$ cat src/rtl/core_isa_pkg.sv
// Shared ISA constants and sequencer state encoding for the matrix-multiplication core cluster.
// Opcode values are fixed by the instruction-memory image format.
package core_isa_pkg;

    localparam int unsigned ADDR_W_DEF  = 8;
    localparam int unsigned OP_W_DEF    = 8;
    localparam int unsigned N_CORES_DEF = 4;

    localparam int unsigned OP_EN0    = 3;
    localparam int unsigned OP_EN1    = 4;
    localparam int unsigned OP_EN2    = 5;
    localparam int unsigned OP_EN3    = 6;
    localparam int unsigned OP_ENALL  = 7;
    localparam int unsigned OP_RSTALL = 8;
    localparam int unsigned OP_END    = 38;
    localparam int unsigned OP_JUMNZ  = 40;

    typedef enum logic [2:0] {
        StIdle,
        StFetch,
        StDecode,
        StIssue,
        StOpFetch,
        StOpWait,
        StHalt
    } seq_state_e;

endpackage

$ cat src/rtl/core_mask_decoder.sv
// Combinational core-enable decoder: next mask for an opcode, and whether the opcode
// is consumed locally (mask ops) rather than issued to the cores.
module core_mask_decoder
    import core_isa_pkg::*;
#(
    parameter int unsigned OP_W    = OP_W_DEF,
    parameter int unsigned N_CORES = N_CORES_DEF
) (
    input  logic [OP_W-1:0]    i_op,
    input  logic [N_CORES-1:0] i_mask,
    output logic [N_CORES-1:0] o_mask,
    output logic               o_local
);

    always_comb begin
        o_mask  = i_mask;
        o_local = 1'b0;
        for (int unsigned i = 0; i < N_CORES; i++) begin
            if (i_op == OP_W'(OP_EN0 + i)) begin
                o_mask  = N_CORES'(1) << i;
                o_local = 1'b1;
            end
        end
        if (i_op == OP_W'(OP_ENALL)) begin
            o_mask  = '1;
            o_local = 1'b1;
        end
        // RSTALL re-enables every core but is still issued so they all see it.
        if (i_op == OP_W'(OP_RSTALL)) begin
            o_mask = '1;
        end
    end

endmodule

$ cat src/rtl/core_fetch_sequencer.sv
// Instruction fetch/decode sequencer: owns the PC, handles mask/END/JUMNZ locally and
// issues all other opcodes to the cores over a valid/ready handshake.
module core_fetch_sequencer
    import core_isa_pkg::*;
#(
    parameter int unsigned ADDR_W  = ADDR_W_DEF,
    parameter int unsigned OP_W    = OP_W_DEF,
    parameter int unsigned N_CORES = N_CORES_DEF
) (
    input  logic               clock,
    input  logic               reset,
    input  logic               start,
    output logic [ADDR_W-1:0]  imem_addr,
    input  logic [OP_W-1:0]    imem_instr,
    output logic [OP_W-1:0]    op_out,
    output logic               op_valid,
    input  logic               op_ready,
    output logic [N_CORES-1:0] core_en,
    input  logic [N_CORES-1:0] z_in,
    output logic               halted,
    output logic               busy
);

    seq_state_e         r_state;
    logic [ADDR_W-1:0]  r_pc;
    logic [ADDR_W-1:0]  r_imem_addr;
    logic [OP_W-1:0]    r_op_out;
    logic               r_op_valid;
    logic [N_CORES-1:0] r_core_en;
    logic               r_halted;
    logic               r_flag;

    seq_state_e         w_state_nxt;
    logic [ADDR_W-1:0]  w_pc_nxt;
    logic [ADDR_W-1:0]  w_addr_nxt;
    logic [OP_W-1:0]    w_op_nxt;
    logic               w_valid_nxt;
    logic [N_CORES-1:0] w_en_nxt;
    logic               w_halted_nxt;
    logic               w_flag_nxt;

    logic [ADDR_W-1:0]  w_pc_inc;
    logic [ADDR_W-1:0]  w_pc_inc2;
    logic               w_zero;
    logic [N_CORES-1:0] w_dec_mask;
    logic               w_dec_local;

    assign w_pc_inc  = r_pc + ADDR_W'(1);
    assign w_pc_inc2 = r_pc + ADDR_W'(2);
    // Disabled cores count as zero, so an empty mask reads as zero.
    assign w_zero    = &(z_in | ~r_core_en);

    core_mask_decoder #(
        .OP_W    (OP_W),
        .N_CORES (N_CORES)
    ) u_mask_dec (
        .i_op    (imem_instr),
        .i_mask  (r_core_en),
        .o_mask  (w_dec_mask),
        .o_local (w_dec_local)
    );

    always_ff @(posedge clock) begin
        if (reset) begin
            r_state     <= StIdle;
            r_pc        <= '0;
            r_imem_addr <= '0;
            r_op_out    <= '0;
            r_op_valid  <= 1'b0;
            r_core_en   <= '1;
            r_halted    <= 1'b0;
            r_flag      <= 1'b0;
        end else begin
            r_state     <= w_state_nxt;
            r_pc        <= w_pc_nxt;
            r_imem_addr <= w_addr_nxt;
            r_op_out    <= w_op_nxt;
            r_op_valid  <= w_valid_nxt;
            r_core_en   <= w_en_nxt;
            r_halted    <= w_halted_nxt;
            r_flag      <= w_flag_nxt;
        end
    end

    // The address register follows the PC on every PC update, so the memory sees the
    // new address during FETCH and the byte is ready in DECODE.
    always_comb begin
        w_state_nxt  = r_state;
        w_pc_nxt     = r_pc;
        w_addr_nxt   = r_imem_addr;
        w_op_nxt     = r_op_out;
        w_valid_nxt  = r_op_valid;
        w_en_nxt     = r_core_en;
        w_halted_nxt = r_halted;
        w_flag_nxt   = r_flag;

        unique case (r_state)
            StIdle: begin
                if (start) begin
                    w_state_nxt = StFetch;
                    w_pc_nxt    = '0;
                    w_addr_nxt  = '0;
                end
            end
            StFetch: begin
                w_addr_nxt  = r_pc;
                w_state_nxt = StDecode;
            end
            StDecode: begin
                if (w_dec_local) begin
                    w_en_nxt    = w_dec_mask;
                    w_pc_nxt    = w_pc_inc;
                    w_addr_nxt  = w_pc_inc;
                    w_state_nxt = StFetch;
                end else if (imem_instr == OP_W'(OP_END)) begin
                    if (w_zero) begin
                        w_halted_nxt = 1'b1;
                        w_state_nxt  = StHalt;
                    end else begin
                        w_pc_nxt    = w_pc_inc;
                        w_addr_nxt  = w_pc_inc;
                        w_state_nxt = StFetch;
                    end
                end else if (imem_instr == OP_W'(OP_JUMNZ)) begin
                    w_flag_nxt  = w_zero;
                    w_addr_nxt  = w_pc_inc;
                    w_state_nxt = StOpFetch;
                end else begin
                    w_en_nxt    = w_dec_mask;
                    w_op_nxt    = imem_instr;
                    w_valid_nxt = 1'b1;
                    w_state_nxt = StIssue;
                end
            end
            StIssue: begin
                if (op_ready) begin
                    w_valid_nxt = 1'b0;
                    w_pc_nxt    = w_pc_inc;
                    w_addr_nxt  = w_pc_inc;
                    w_state_nxt = StFetch;
                end
            end
            StOpFetch: begin
                w_state_nxt = StOpWait;
            end
            StOpWait: begin
                if (!r_flag) begin
                    w_pc_nxt   = ADDR_W'(imem_instr);
                    w_addr_nxt = ADDR_W'(imem_instr);
                end else begin
                    w_pc_nxt   = w_pc_inc2;
                    w_addr_nxt = w_pc_inc2;
                end
                w_state_nxt = StFetch;
            end
            StHalt: begin
                w_halted_nxt = 1'b1;
            end
            default: begin
                w_state_nxt = StIdle;
            end
        endcase
    end

    assign imem_addr = r_imem_addr;
    assign op_out    = r_op_out;
    assign op_valid  = r_op_valid;
    assign core_en   = r_core_en;
    assign halted    = r_halted;
    assign busy      = (r_state != StIdle) && (r_state != StHalt);

endmodule
$ cat config.mk
export PLATFORM = sky130hd
export DESIGN_NAME = core_fetch_sequencer
export DESIGN_NICKNAME = d
export VERILOG_FILES = /design/src/rtl/core_isa_pkg.sv /design/src/rtl/core_mask_decoder.sv /design/src/rtl/core_fetch_sequencer.sv
export SDC_FILE = /design/constraint.sdc
export NUM_CORES = 1
export LEC_CHECK = 0
export ABC_AREA = 1
export CAP_MARGIN = 15
export CORE_ASPECT_RATIO = 1.1
export CORE_MARGIN = 2
export CORE_UTILIZATION = 30
export CTS_CLUSTER_SIZE = 40
export DETAILED_ROUTE_END_ITERATION = 12
export GPL_TIMING_DRIVEN = 0
export PLACE_DENSITY = 0.5
export SETUP_SLACK_MARGIN = 0.4
export SYNTH_ARGS = -nofsm -noshare
export SYNTH_HDL_FRONTEND = slang
export SYNTH_SLANG_ARGS = --single-unit
$ cat constraint.sdc
create_clock -name clock -period 2.7 [get_ports clock]
set_input_delay 0.54 -clock clock [delete_from_list [all_inputs] [get_ports clock]]
set_output_delay 0.54 -clock clock [all_outputs]
set_load 0.005 [all_outputs]
* Yosys cells after proc, flatten, opt, wreduce, memory -nomap -nowiden
Cells that the tools add are included.
** Word-level totals
- Bits in registers :: 34
- Input port bits :: 16
- Output and inout port bits :: 23
- Word-level logic and storage cells :: 101
** Cells by class
- Add/subtract/negate cells :: 2
- Equal/unequal tests :: 28
- Mux-type cells :: 41
- Bitwise gates (word level) :: 6
- Reduce and logical (&&, ||, !) cells :: 16
** Operator list (number)
- $mux 8 :: 9
- $pmux 8 s5 :: 1
- $mux 4 :: 9
- $eq 8x3->1 const B :: 4
- $pmux 8 s4 :: 1
- $pmux 3 s7 :: 1
- $mux 3 :: 6
- $eq 8x6->1 const B :: 2
- $reduce_and 4->1 :: 4
- $reduce_and 5->1 :: 3
- $ne 2x2->1 const B :: 7
- $mux 1 :: 12
- $eq 3x3->1 const B :: 3
- $add 8x1->8 const B :: 1
- $add 8x2->8 const B :: 1
- $eq 8x2->1 const B :: 1
- $eq 8x4->1 const B :: 1
- $ne 4x3->1 const B :: 2
- $eq 3x2->1 const B :: 2
- $ne 3x2->1 const B :: 2
- $reduce_and 3->1 :: 2
- $reduce_bool 5->1 :: 1
- $ne 2x1->1 const B :: 2
- $not 1->1 :: 4
- other kinds (10) :: 12

* Depth between registers and ports, before layout
- Word-level depth :: 10
- Depth in mapped cells :: 12
- Mapped depth without buffers :: 11

* Cells and area by module
Synthesis repeated with hierarchy kept, for this count alone.
** Unflattened totals
- Cells, all modules :: 373
- Area total of the unflattened synthesis :: 2267.2 um^2
** Modules (own cells, without submodules)
- core_fetch_sequencer :: times used 1, cells each 323, area each 2024.4 um^2, sequential area each 680.7 um^2
- core_mask_decoder :: times used 1, cells each 50, area each 242.7 um^2, sequential area each 0.0 um^2

* Least setup slack after synthesis
Ideal clock, no wire load.
- Kind :: input-to-reg
- Start :: input port imem_instr[3]
- End :: register r_pc[6]
- Setup time :: 0.113 ns
- Data arrival time :: 1.557 ns
- Data required time :: 2.587 ns
- Path slack :: 1.031 ns
- Stages :: 12
- Buffers on the path :: 1
- Path through :: inv_1 nand2_2 inv_1 nand3_1 nor2_2 nor2_4 nand2_1 nand3_2 buf_6 nand2_1 nand2_1 nor2_1
** On the way
- Cells in the longest elaborated chain, start to end :: 8
- Elaborated cells between the ends (all ways) :: 16
- Classes of those cells :: eq/ne (8); mux (7); reduce/logical (1)
** RTL lines
- start: declaration :: RTL line core_fetch_sequencer.sv:14 : input logic [OP_W-1:0] imem_instr,
- $eq 8x2->1 :: RTL line core_mask_decoder.sv:19 : if (i_op == OP_W'(OP_EN0 + i)) begin
- $mux 1 (4 in series) :: RTL line core_mask_decoder.sv:19
- $mux 1 :: RTL line core_mask_decoder.sv:24 : if (i_op == OP_W'(OP_ENALL)) begin
- $ne 3x2->1 (no line) / $mux 8 (equally long branches)
- $reduce_and 5->1 (no line) / $pmux 8 s4 (equally long branches)
- end signal: assignment :: RTL line core_fetch_sequencer.sv:75 : r_pc <= w_pc_nxt;
- end: declaration :: RTL line core_fetch_sequencer.sv:25 : logic [ADDR_W-1:0] r_pc;
Parallel ways exist; a longest one is shown, timed or not.
A chain may end at the register's enable or synchronous reset.

* Worst setup path in the final report
- Start :: register r_state[1]
- End :: output port busy
** On the way
- Cells in the longest elaborated chain, start to end :: 2
- Elaborated cells between the ends (all ways) :: 3
- Classes of those cells :: eq/ne (1); reduce/logical (2)
** RTL lines
- start: declaration :: RTL line core_fetch_sequencer.sv:24 : seq_state_e r_state;
- start signal: assignment :: RTL line core_fetch_sequencer.sv:65 : r_state <= StIdle;
- start signal: assignment :: RTL line core_fetch_sequencer.sv:74 : r_state <= w_state_nxt;
- $ne 3x3->1 / $reduce_bool 3->1 (equally long branches) :: RTL line core_fetch_sequencer.sv:170 : assign busy = (r_state != StIdle) && (r_state != StHalt);
- $logic_and 1x1->1 (*) :: RTL line core_fetch_sequencer.sv:170
- end: declaration :: RTL line core_fetch_sequencer.sv:21 : output logic busy
Mark *: on every way between the ends. The rest lies on a longest branch, timed or not.

==> impl_metrics.toml <==
[floorplanning]
die_area_um2 = 7850
design.core.area_um2 = 6970
start_util_pct = 30.8
ios = 39
fp-row-count = 32
die_h_um = 92.7
die_width_um = 84.6

[clocking]
cts_root_buf = "clkbuf_8"
insertion_delay_ps = 290
clk_pin_slew_ps = 70
cts_tree = "yes"
cts_buffers = 5
clkSinkCount = 34
htreeDepth = 2
clock_path_buffers = 2

[timing]
slew_headroom_pct = 60.9
hold_viol_final = 0
timing.final.crit_share_pct = 80.6
slew_violations = 0
clock.fmax_mhz = 460
clock_skew_ps = 5.52
worst_pin_slew_ps = 586
finalSetupViolCount = 0
layout_min_cycle_time_ps = 2180
setup_tns_ps = 0
rsz0062_at_grt = "no"
postLayoutSetupSlackWorst_ps = 524

[run]
drv_cap = 0

[synthesis]
synthCells = 361
synth_nets = 379
seq_area_frac_synth_pct = 31.7
synth_cell_types = 30
yosys_register_bits = 34
yosysWarnings = 0
syn_area_per_cell_um2 = 5.94
syn-cell-area_um2 = 2150

[setup_path]
crit_type = "reg -> out"
end_kind = "primary output"
crit_path_max_fanout = 5
cp.arrival_ps = 1640
r2r_slack_ps = 960
slowest_stage = "clkdlybuf4s50_1"
path_buf_inv = 3
startpoint = "r_state[1]"
timing.critical_path.mode_cell = "nor2_1"
cp.depth = 6
crit_required_ps = 2160
reg2reg_to = "imem_addr[2]"
critPathMaxStageDelay_ps = 440
r2r-start = "core_en[0]"
startpoint_type = "register"
crit_path_cell_trace = "inv_2 > nor2_1 > inv_1 > nor2_1 > nor2_1 > clkdlybuf4s50_1"
path_delay_family = "buffers and inverters"
rr_worst_depth = 11

[power_and_ir_drop]
total_power_mw = 2.29
power_leakage_nw = 1.28
power_density_nw_per_um2 = 842
ir_drop_mv = 0.424

[placed_design]
place_hpwl_um = 4610
gp_congestion = 0.914
pre_cts_slack_ps = 194
port_buffers = 38

[hold_path]
min_from = "halted"
min_path_cells = 2
hold_end = "halted"
hp-class = "reg -> reg"

[global_route]
use_met2_pct = 25.2
grtUsageMet3_pct = 3.21
grt-ovfl-total = 0
antenna_found_initial = 0
grt_pass1_wl_um = 9670
grt_pass1_vias = 2142
grt_usage_pct = 15.4
grt_max_degree = 11
top_usage_layer = "met2"
met1_usage_pct = 18.7

[drt]
dr.pass1.iters = 4
wirelength_um = 5870
drc = 0
wl_per_cell_um = 12.0
viasPerCell = 4.65
drt_iter0_markers = 103
ant_nets = 0
vias = 2282

[cells_and_area]
area_growth_pct = 26.9
drive_gt1_share_pct = 8.37
final_cell_mix = "nand2_1, nor2_1, inv_1, clkdlybuf4s50_1, dfxtp_1"
final_nets = 424
num_antenna_cells = 0
final_common_cell = "nand2_1"

[run_status]
outcome = "finished clean"
per-layer routing:
| layer | wire [um] | part of all wire (%) |
|---|---|---|
| met1 | 2740 | 47 |
| met2 | 2630 | 45 |
| met3 | 240 | 4.1 |
| met4 | 255 | 4.3 |
| met5 | 0 | 0 |
where the power goes:
| group | total [mW] | leakage, nW | switching, mW | internal (mW) |
|---|---|---|---|---|
| combinational | 1.13 | 0.967 | 0.633 | 0.500 |
| sequential | 0.796 | 0.279 | 0.135 | 0.660 |
| clock | 0.363 | 0.0383 | 0.186 | 0.178 |
| total | 2.29 | 1.28 | 0.954 | 1.34 |
worst min-delay path, stage by stage (launching register included):
cell,delay [ps]
dfxtp_1,310
inv_1,50
a21oi_1,50
cells by family after synthesis:
kind of cell / share of synthesized area [%]
xor+xnor: 0.408
buf+inv: 11.5
simple gates: 42.9
compound gates: 12.4
flops: 31.7
fa+ha+maj: 1.17
flip-flops by register name, summed over array words and instances, names as in the netlist:
register	count
core_en	4
halted	1
imem_addr	8
op_out	8
op_valid	1
r_flag	1
r_pc	8
r_state	3
cells in the mapped netlist (all sizes together):
| cell type | instances | share of area [%] |
|---|---|---|
| a22oi | 1 | 0.35 |
| o21ai | 24 | 5.8 |
| o22ai | 3 | 0.87 |
| nand3 | 24 | 7.2 |
| a21oi | 18 | 4.4 |
| clkbuf | 3 | 0.52 |
| buf | 3 | 1.3 |
| clkinv | 2 | 0.41 |
| nor2 | 79 | 15 |
| o211ai | 1 | 0.35 |
| xor2 | 1 | 0.41 |
| inv | 53 | 9.3 |
| ha | 2 | 1.2 |
| nand4 | 4 | 1.2 |
| a31oi | 1 | 0.29 |
| dfxtp | 34 | 32 |
| nor3 | 1 | 0.23 |
| o21a | 1 | 0.35 |
| nand2 | 106 | 20 |
worst max-delay path by stage:
stage	end	slack (ps)
global placement	r_pc[6]	210
CTS	op_out[2]	490
floorplan	r_pc[6]	1030
detailed placement	r_pc[0]	190
global route	imem_addr[2]	420
finish	busy	520
through the flow:
step           instances  hold slack, ps  utilization, %  cell area [um^2]
4_1_cts              491             463            38.9              2710
3_5_place_dp         484             453            37.8              2630
2_1_floorplan        361             441               -              2150
3_3_place_gp         484             441            37.8              2630
6_report             491             458            39.1              2720
5_1_grt              491             487            39.1              2720
what timing repair did:
| item | in CTS | in global routing |
|---|---|---|
| buffers inserted | 0 | 0 |
| gates resized for setup | 0 | 5 |
| hold buffers | 0 | 0 |
| endpoints found under the setup margin | 0 | 12 |
final cells by class:
type,count,area [um^2]
Inverter,55,211
Buffer,6,38.8
Tap cell,85,106
Clock buffer,7,76.3
Timing Repair Buffer,38,385
Multi-Input combinational cell,266,1220
Sequential cell,34,681
Fill cell,779,4240
Power figures use the tool's default switching activity.
